[src/rtl/sand_mem_pkg.sv]
// Shared constants and types for the SDRAM arbiter: requester ids, FSM states
// and a saturating counter helper.
package sand_mem_pkg;

    localparam int ADDR_W = 24;
    localparam int DATA_W = 16;
    localparam int NREQ   = 3;

    typedef logic [1:0] req_id_t;

    localparam req_id_t REQ_VGA  = 2'd0;
    localparam req_id_t REQ_PHYS = 2'd1;
    localparam req_id_t REQ_HPS  = 2'd2;

    typedef enum logic {
        IDLE  = 1'b0,
        ISSUE = 1'b1
    } arb_state_e;

    function automatic logic [15:0] sat_inc16(input logic [15:0] v);
        return (v == 16'hFFFF) ? v : v + 16'd1;
    endfunction

endpackage

[src/rtl/sand_tag_fifo.sv]
// Tag FIFO that remembers which requester issued each outstanding read.
// Push and pop may occur in the same cycle.
module sand_tag_fifo
    import sand_mem_pkg::*;
#(
    parameter int DEPTH = 4
) (
    input  logic    clock,
    input  logic    reset,
    input  logic    push,
    input  req_id_t push_id,
    input  logic    pop,
    output req_id_t pop_id,
    output logic    full,
    output logic    empty
);

    localparam int PW = $clog2(DEPTH);

    req_id_t       slots [DEPTH];
    logic [PW:0]   wr_ptr;
    logic [PW:0]   rd_ptr;
    logic          do_push;
    logic          do_pop;

    // Extra pointer bit distinguishes full from empty when indices match.
    assign empty   = (wr_ptr == rd_ptr);
    assign full    = (wr_ptr[PW] != rd_ptr[PW]) && (wr_ptr[PW-1:0] == rd_ptr[PW-1:0]);
    assign do_pop  = pop && !empty;
    assign do_push = push && (!full || do_pop);
    assign pop_id  = slots[rd_ptr[PW-1:0]];

    always_ff @(posedge clock) begin
        if (reset) begin
            wr_ptr <= '0;
            rd_ptr <= '0;
        end else begin
            if (do_push) wr_ptr <= wr_ptr + 1'b1;
            if (do_pop)  rd_ptr <= rd_ptr + 1'b1;
        end
    end

    always_ff @(posedge clock) begin
        if (do_push) slots[wr_ptr[PW-1:0]] <= push_id;
    end

endmodule

[src/rtl/sand_mem_arbiter.sv]
// Arbitrates the single SDRAM Avalon-MM master between VGA, physics and HPS
// requesters; optional counters are enabled with SAND_MEM_ARB_STATS_EN.
module sand_mem_arbiter #(
    parameter int ADDR_W    = sand_mem_pkg::ADDR_W,
    parameter int DATA_W    = sand_mem_pkg::DATA_W,
    parameter int NREQ      = sand_mem_pkg::NREQ,
    parameter int MAX_OUTST = 4
) (
    input  logic                     clock,
    input  logic                     reset,
    input  logic [NREQ-1:0]          req_read,
    input  logic [NREQ-1:0]          req_write,
    input  logic [NREQ*ADDR_W-1:0]   req_addr,
    input  logic [NREQ*DATA_W-1:0]   req_wdata,
    output logic [NREQ-1:0]          req_ack,
    output logic [NREQ-1:0]          rsp_valid,
    output logic [DATA_W-1:0]        rsp_data,
    output logic [ADDR_W-1:0]        mem_address,
    output logic                     mem_read,
    output logic                     mem_write,
    output logic [DATA_W-1:0]        mem_writedata,
    input  logic                     mem_waitrequest,
    input  logic                     mem_readdatavalid,
    input  logic [DATA_W-1:0]        mem_readdata,
    output logic                     rsp_orphan
`ifdef SAND_MEM_ARB_STATS_EN
    ,
    output logic [NREQ*16-1:0]       grant_cnt,
    output logic [15:0]              stall_cnt
`endif
);

    import sand_mem_pkg::*;

    arb_state_e      state;
    arb_state_e      next_state;
    req_id_t         owner;
    req_id_t         winner;
    req_id_t         rr_ptr;
    req_id_t         tag_id;
    logic            grant;
    logic            accept;
    logic            fifo_full;
    logic            fifo_empty;
    logic            tag_pop;
    logic [NREQ-1:0] elig;

    always_comb begin
        elig = '0;
        for (int r = 0; r < NREQ; r++) begin
            elig[r] = req_write[r] || (req_read[r] && !fifo_full);
        end
    end

    always_ff @(posedge clock) begin
        if (reset) state <= IDLE;
        else       state <= next_state;
    end

    // A set req_ack marks the bubble cycle: the acked request is still visible.
    always_comb begin
        next_state = state;
        grant      = 1'b0;
        if (elig[REQ_VGA])                        winner = REQ_VGA;
        else if (elig[REQ_PHYS] && elig[REQ_HPS]) winner = rr_ptr;
        else if (elig[REQ_PHYS])                  winner = REQ_PHYS;
        else                                      winner = REQ_HPS;
        case (state)
            IDLE: begin
                if (req_ack == '0 && elig != '0) begin
                    grant      = 1'b1;
                    next_state = ISSUE;
                end
            end
            ISSUE: begin
                if (!mem_waitrequest) next_state = IDLE;
            end
            default: next_state = IDLE;
        endcase
    end

    assign accept = (state == ISSUE) && !mem_waitrequest;

    always_ff @(posedge clock) begin
        if (reset) begin
            owner         <= REQ_VGA;
            rr_ptr        <= REQ_PHYS;
            mem_address   <= '0;
            mem_writedata <= '0;
            mem_read      <= 1'b0;
            mem_write     <= 1'b0;
            req_ack       <= '0;
        end else begin
            req_ack <= '0;
            if (grant) begin
                owner         <= winner;
                mem_address   <= req_addr[winner*ADDR_W +: ADDR_W];
                mem_writedata <= req_wdata[winner*DATA_W +: DATA_W];
                mem_write     <= req_write[winner];
                mem_read      <= !req_write[winner];
                if (winner != REQ_VGA) begin
                    rr_ptr <= (winner == REQ_PHYS) ? REQ_HPS : REQ_PHYS;
                end
            end
            if (accept) begin
                mem_read       <= 1'b0;
                mem_write      <= 1'b0;
                req_ack[owner] <= 1'b1;
            end
        end
    end

    sand_tag_fifo #(
        .DEPTH (MAX_OUTST)
    ) u_tags (
        .clock   (clock),
        .reset   (reset),
        .push    (accept && mem_read),
        .push_id (owner),
        .pop     (tag_pop),
        .pop_id  (tag_id),
        .full    (fifo_full),
        .empty   (fifo_empty)
    );

    assign tag_pop = mem_readdatavalid && !fifo_empty;

    always_ff @(posedge clock) begin
        if (reset) begin
            rsp_valid  <= '0;
            rsp_data   <= '0;
            rsp_orphan <= 1'b0;
        end else begin
            rsp_valid <= '0;
            if (tag_pop) begin
                rsp_valid[tag_id] <= 1'b1;
                rsp_data          <= mem_readdata;
            end
            if (mem_readdatavalid && fifo_empty) rsp_orphan <= 1'b1;
        end
    end

`ifdef SAND_MEM_ARB_STATS_EN
    always_ff @(posedge clock) begin
        if (reset) begin
            grant_cnt <= '0;
            stall_cnt <= '0;
        end else begin
            if (accept) begin
                grant_cnt[owner*16 +: 16] <= sat_inc16(grant_cnt[owner*16 +: 16]);
            end
            if (state == ISSUE && mem_waitrequest) stall_cnt <= sat_inc16(stall_cnt);
        end
    end
`endif

endmodule

[config.mk]
export PLATFORM = sky130hd
export DESIGN_NAME = sand_mem_arbiter
export DESIGN_NICKNAME = d
export VERILOG_FILES = /design/src/rtl/sand_mem_pkg.sv /design/src/rtl/sand_tag_fifo.sv /design/src/rtl/sand_mem_arbiter.sv
export SDC_FILE = /design/constraint.sdc
export NUM_CORES = 1
export LEC_CHECK = 0
export BUFFER_PORTS_ARGS = -buffer_cell sky130_fd_sc_hd__buf_2
export CAP_MARGIN = 20
export CORE_ASPECT_RATIO = 1.25
export CORE_MARGIN = 2
export CORE_UTILIZATION = 46
export DETAILED_ROUTE_END_ITERATION = 10
export GPL_ROUTABILITY_DRIVEN = 0
export HOLD_SLACK_MARGIN = 0.15
export PLACE_DENSITY = 0.85
export SLEW_MARGIN = 10
export SYNTH_ARGS = -nofsm -noshare
export SYNTH_HDL_FRONTEND = slang
export SYNTH_SLANG_ARGS = --single-unit
[constraint.sdc]
create_clock -name clock -period 2.19 [get_ports clock]
set_input_delay 0.438 -clock clock [delete_from_list [all_inputs] [get_ports clock]]
set_output_delay 0.438 -clock clock [all_outputs]
set_load 0.005 [all_outputs]
* Word level (Yosys, flattened, before mapping) *
Memory sizes are Yosys's and may differ from the RTL's. A register that Yosys moved wholly into a read port is not among the register bits.
Cells that the tools add are included.

cells by class
  $add $sub $neg = 2
  multipliers = 1
  magnitude comparators = 5
  equal/unequal tests = 4
  shift-type cells = 2
  multiplexer cells = 18
  bitwise operators = 3
  reductions and logical operators = 29

operator list
  cell                                                 number
  variable part select 72 x 8 -> 24 bit                1
  variable part select 48 x 7 -> 16 bit                1
  logical AND 1 bit                                    14
  two-way mux 2 bit                                    6
  < comparator 2 x 3 -> 1 bit, second input constant   3
  two-way mux 1 bit                                    8
  adder 3 x 1 -> 3 bit, second input constant          2
  OR reduction 2 bit                                   3
  demux 1 bit (select 2 bit)                           2
  >= comparator 2 x 1 -> 1 bit, second input constant  2
  logical NOT 1 bit                                    4
  logical OR 1 bit                                     4
  multiplier 2 x 2 -> 4 bit, second input constant     1
  == test 3 bit                                        1
  logical NOT 3 bit                                    1
  inverter 1 bit                                       3
  nonzero test 3 bit                                   1
  binary-select mux 1 bit (select 2 bit)               1
  == test 2 x 1 -> 1 bit, second input constant        1
  == test 2 bit                                        1
  one-hot mux 1 bit (2 select lines)                   1
  AND reduction 2 bit                                  1
  nonzero test 2 bit                                   1
  != test 1 bit                                        1

word-level totals
  register bits after elaboration = 76
  memory bits (writable) = 8
  output and inout bits = 65
  word-level logic and storage cells = 78
  memories kept = 1

memories
  name          words  bits a word  rd ports  clocked after memory_dff  wr ports  line                 text
  u_tags.slots  4      2            1         1                         1         sand_tag_fifo.sv:20  req_id_t slots [DEPTH];

* Longest topological paths before layout *
  depth after elaboration = 11
  mapped depth = 7
  gate-level depth less buffers = 5

* Hierarchy *
A second synthesis with hierarchy kept.

second synthesis, totals
  cell total of the unflattened synthesis = 520
  area, all modules = 4,550.6 sq um

modules (own cells, without submodules)
  module            times used  cells an instance  area an instance (sq um)
  sand_mem_arbiter  1           455                3,716.1
  sand_tag_fifo     1           65                 834.6

* Least setup slack after synthesis *
No wires, ideal clock.

  path kind = reg2reg
  start = register u_tags.wr_ptr[1]
  end = register mem_address[10]
  library setup time = 0.126 ns
  data arrival time = 1.806 ns
  data required time = 2.064 ns
  setup slack = 0.258 ns
  stages on the path, launching flop included = 8
  cells stage by stage = dfxtp_1 > xor2_1 > o31a_1 > o32ai_2 > buf_6 > buf_12 > mux2i_1 > o221ai_2

between the ends
  cells in the longest elaborated chain, start to end = 10
  elaborated cells on any way between the ends = 19
  those cells by class = 1 x mul; 1 x eq/ne; 1 x shift; 5 x mux; 11 x reduce/logical

RTL lines
  what                                                    line                                            text
  start, declared                                         sand_tag_fifo.sv:21                             logic [PW:0] wr_ptr;
  start signal, assigned                                  sand_tag_fifo.sv:38                             if (do_push) wr_ptr <= wr_ptr + 1'b1;
  == test 2 bit *                                         sand_tag_fifo.sv:28                             assign full = (wr_ptr[PW] != rd_ptr[PW]) && (wr_ptr[PW-1:0] == rd_ptr[PW-1:0]);
  logical AND 1 bit *                                     sand_tag_fifo.sv:28
  logical NOT 1 bit *                                     sand_mem_arbiter.sv:51                          elig[r] = req_write[r] || (req_read[r] && !fifo_full);
  logical AND 1 bit                                       sand_mem_arbiter.sv:51
  logical OR 1 bit                                        sand_mem_arbiter.sv:51
  two-way mux 2 bit or logical AND 1 bit (tied branches)  sand_mem_arbiter.sv:66, sand_mem_arbiter.sv:65
  two-way mux 2 bit                                       sand_mem_arbiter.sv:65                          else if (elig[REQ_PHYS] && elig[REQ_HPS]) winner = rr_ptr;
  two-way mux 2 bit                                       sand_mem_arbiter.sv:64                          if (elig[REQ_VGA]) winner = REQ_VGA;
  multiplier 2 x 2 -> 4 bit                               sand_mem_arbiter.sv:97                          mem_address <= req_addr[winner*ADDR_W +: ADDR_W];
  variable part select 72 x 8 -> 24 bit                   sand_mem_arbiter.sv:97
  end signal, assigned                                    sand_mem_arbiter.sv:97
  end, declared                                           sand_mem_arbiter.sv:18                          output logic [ADDR_W-1:0] mem_address,

Mark *: on every way between the ends. The rest lies on a longest branch, timed or not.
A chain may end at the register's enable or synchronous reset.

* Worst setup path in the final report *
  start = register u_tags.wr_ptr[0]
  end = register mem_writedata[8]

between the ends
  cells in the longest elaborated chain, start to end = 9
  elaborated cells on any way between the ends = 18
  those cells by class = 1 x eq/ne; 1 x shift; 5 x mux; 11 x reduce/logical

RTL lines
  what                                                                        line                                            text
  == test 2 bit *                                                             sand_tag_fifo.sv:28
  logical AND 1 bit *                                                         sand_tag_fifo.sv:28
  logical NOT 1 bit *                                                         sand_mem_arbiter.sv:51
  logical AND 1 bit                                                           sand_mem_arbiter.sv:51
  logical OR 1 bit                                                            sand_mem_arbiter.sv:51
  two-way mux 2 bit (tied with other cells)                                   sand_mem_arbiter.sv:66                          else if (elig[REQ_PHYS]) winner = REQ_PHYS;
  two-way mux 2 bit or logical AND 1 bit (tied branches)                      sand_mem_arbiter.sv:65, sand_mem_arbiter.sv:70
  two-way mux 2 bit or two-way mux 1 bit (tied branches)                      sand_mem_arbiter.sv:64, sand_mem_arbiter.sv:70
  variable part select 48 x 7 -> 16 bit or two-way mux 1 bit (tied branches)  sand_mem_arbiter.sv:98, sand_mem_arbiter.sv:68
  end signal, assigned                                                        sand_mem_arbiter.sv:98                          mem_writedata <= req_wdata[winner*DATA_W +: DATA_W];
  end, declared                                                               sand_mem_arbiter.sv:21                          output logic [DATA_W-1:0] mem_writedata,

Marked as above.

==> flow_summary_export.csv <==
group,metric,value,unit
run_status,status,"completed",
route,ant_nets,0,
timing,fmax,473,MHz
timing,fin_crit_sh,96.5,%
logic_synthesis,yosysWarnings,0,
power,p_int,0.00308,W
floorplanning,fp.dieH,112,µm
floorplanning,initial_utilization,47.3,%
logic_synthesis,yosysTopAreaCell,"dfxtp_1",
route,drc,0,
grt,grt_pass1_wl,18900,µm
worst_hold_path,hold_path.class,"in2reg",
logic_synthesis,yosysSeqAreaShare,41.8,%
critical_path,worst_ep_arrival_time,2.33,ns
logic_synthesis,yosysTopAreaCellShare,36.2,%
power,peakVddDrop,0.480,mV
logic_synthesis,synth-seq-cells,86,
power,finalPower,0.00415,W
clocking,root_buffer,"clkbuf_16",
critical_path,endpoint_kind,"flop",
power,combPwrFrac,18.1,%
grt,grt_start_max_net_pins,33,
timing,setup_slack,0.0764,ns
cells_and_area,stdcell_count,757,
power,pwr-share-clk,39.3,%
timing,slew_violations,0,
clocking,htree_num_levels,3,
timing,rsz0062_at_grt,"no",
logic_synthesis,synth_area,0.00431,mm²
clocking,clock_sinks,86,
logic_synthesis,ys_async_sr_fraction,0,%
floorplanning,rows,39,
job,maxCapViolCount,0,
place,dpl.hpwl,8810,µm
floorplanning,ios,211,
worst_hold_path,hp-start,"mem_readdata[3]",
cells_and_area,area_growth,37.9,%
power,swShare,25.8,%
critical_path,required,2.41,ns
timing,finalHoldViolations,0,
logic_synthesis,syn_avg_cell_area,10.6,µm²
power,p_sw,0.00107,W
route,via_count,3960,
critical_path,r2r-end,"mem_writedata[8]$_SDFFE_PP0P_",
logic_synthesis,syn_nets,557,
place,io_buffers,210,
power,pwr-share-seq,42.5,%
timing,min_period,2.11,ns
floorplanning,die_area,0.0102,mm²
critical_path,regToRegSetupSlack,0.08,ns
clocking,cts_tree,"yes",
logic_synthesis,synth_edf_count,8,
clocking,cts_buffer_depth,2,
power,power.leakage,2.87,nW
worst_hold_path,min_to,"rsp_data[3]$_SDFFE_PP0P_",
timing,fin_hold_ws,0.331,ns
route,vias_per_cell,5.23,
timing,setup_viol,0,
grt,grt_pass1_vias,4017,
floorplanning,dieWidth,90.6,µm
critical_path,path_max_fanout,22,
worst_hold_path,worstHoldPathCells,3,
grt,grt_remaining_overflow,0,
critical_path,timing.rr.start,"u_tags.wr_ptr[0]$_SDFFE_PP0P_",
clocking,clk_pin_slew,0.06,ns
place,dp.cells,733,
route,drt_wl_total,12300,µm
floorplanning,core,0.00913,mm²
critical_path,r2r_cells,6,
route,wl_per_cell,16.2,µm
cells_and_area,drive_above_1_share,48.3,%
grt,antenna_found_initial,2,
critical_path,crit_type,"reg2reg",
cells_and_area,final_nets,779,
place,dp_slack,-0.122,ns
timing,slew_headroom,58.1,%
timing,tightest_slew,0.629,ns
timing,fin_skew,0.00970,ns
place,placed_area,0.00550,mm²
cells_and_area,stdcell_area,0.00594,mm²
logic_synthesis,yosysUniqueCellTypes,49,
clocking,clock_insertion_delay_worst_skew,0.34,ns
cells_and_area,fill_cells,716,
route,firstDrtPassIters,6,
grt,grt_util_all_layers,23.2,%
clocking,cts_made_buffers,9,
logic_synthesis,postSynthCellCount,406,
logic_synthesis,synthFlopType,"dfxtp_1",
route,first_iter_violations,151,
power,powerDensity,698,mW/mm²
critical_path,start_kind,"flop",
logic_synthesis,synth_area_leaders,"dfxtp_1 36%, o221ai_2 14%, mux2i_1 13%, edfxtp_1 5.6%, inv_1 4.4%",
## synthesized netlist by cell type (all sizes together), types with 4 or more instances
cell type,count
edfxtp,8
mux2i,58
ha,5
buf,15
nor2,31
o221ai,40
inv,51
nor3,4
a21oi,9
xor2,4
nand2,48
dfxtp,78
clkbuf,5
dlygate4sd1,4
xnor2,5
## layout by cell type (no fill, tap or decap), drive strengths merged, types with 2 or more instances in the layout
| cell | count |
|---|---|
| buf | 231 |
| xnor2 | 5 |
| dfxtp | 78 |
| nor3b | 2 |
| ha | 5 |
| a21oi | 12 |
| o21ai | 2 |
| nand3 | 2 |
| mux2i | 58 |
| nor2 | 31 |
| edfxtp | 8 |
| a31oi | 2 |
| a221o | 2 |
| o31ai | 2 |
| nand2b | 2 |
| a21o | 2 |
| bufinv | 2 |
| xor2 | 4 |
| clkinvlp | 2 |
| clkbuf | 10 |
| nor3 | 4 |
| o221ai | 40 |
| o21a | 2 |
| clkinv | 2 |
| nand2 | 48 |
| nor4b | 2 |
| mux4 | 2 |
| inv | 52 |
## logic make-up after synthesis
kind of cell | share of synthesized area, %
mux | 14.5
compound gates | 19.9
xor+xnor | 1.83
fa+ha+maj | 1.45
buf+inv | 10.3
simple gates | 10.2
flops | 41.8
## worst max-delay path: stages, from the launching register on
cell and delay (ns):
dfxtp_2 0.36, xor2_1 0.21, o31a_1 0.41, o32ai_4 0.30, buf_12 0.26, mux2i_1 0.32, o221ai_2 0.12
## layer usage
metal | up-vias | GRT usage, % | share of wire, %
li1 | 1899 | - | -
met1 | 1849 | 25.8 | 38
met2 | 182 | 42.4 | 52
met3 | 28 | 4.43 | 6.7
met4 | 2 | 10.8 | 2.8
met5 | - | 0 | 0.090
## stage by stage
step / setup TNS (ns) / utilization, %
after detailed placement: -3.15 / 60.2
after global placement: -0.640 / 60.2
final: 0 / 65.1
after CTS: -0.747 / 64.3
after floorplan: 0 / -
after global routing: 0 / 65.1
## worst max-delay path by stage
stage | slack (ns) | to | from | cells after the start
finish | 0.08 | mem_writedata[8]$_SDFFE_PP0P_ | u_tags.wr_ptr[0]$_SDFFE_PP0P_ | 6
global route | 0.005 | mem_address[8]$_SDFFE_PP0P_ | u_tags.wr_ptr[0]$_SDFFE_PP0P_ | 6
CTS | -0.05 | mem_address[10]$_SDFFE_PP0P_ | u_tags.rd_ptr[0]$_SDFFE_PP0P_ | 6
detailed placement | -0.12 | mem_writedata[12]$_SDFFE_PP0P_ | req_write[1] | 6
global placement | -0.02 | mem_writedata[1]$_SDFFE_PP0P_ | req_write[1] | 7
floorplan | 0.26 | mem_address[10]$_SDFFE_PP0P_ | u_tags.wr_ptr[1]$_SDFFE_PP0P_ | 7
## sequential cells by signal, indices dropped and copies added (netlist names), named ones only
register / count
mem_address: 24
mem_read: 1
mem_write: 1
mem_writedata: 16
owner: 2
req_ack: 3
rr_ptr: 2
rsp_data: 16
rsp_orphan: 1
rsp_valid: 3
state: 1
u_tags.rd_ptr: 3
u_tags.slots: 8
u_tags.wr_ptr: 3
## final cells by class
class                           count  area (µm²)  area share (%)
Clock inverter                      7        97.6            1.64
Tap cell                          123         154            2.59
Antenna cell                        1        2.50          0.0421
Multi-Input combinational cell    248        2150            36.2
Sequential cell                    86        1800            30.4
Inverter                           51         191            3.22
Timing Repair Buffer              232        1320            22.2
Clock buffer                        9         225            3.79
## power by group through the flow
| stage | clock network [W] | registers [W] | logic [W] |
|---|---|---|---|
| after floorplan | 0 | 0.00180 | 0.000397 |
| after global placement | 0 | 0.00179 | 0.000694 |
| after detailed placement | 0 | 0.00180 | 0.000718 |
| after CTS | 0.00166 | 0.00176 | 0.000739 |
| after global routing | 0.00172 | 0.00178 | 0.000817 |
| final | 0.00163 | 0.00177 | 0.000752 |
## timing repair
| action | CTS | global route |
|---|---|---|
| cloned | 2 | 3 |
| gates resized for setup | 2 | 7 |
| setup endpoints to repair | 40 | 41 |
| setup buffers | 0 | 2 |
| pin swaps | 0 | 5 |
| hold buffers | 0 | 0 |
(Power assumes the default switching activity.)
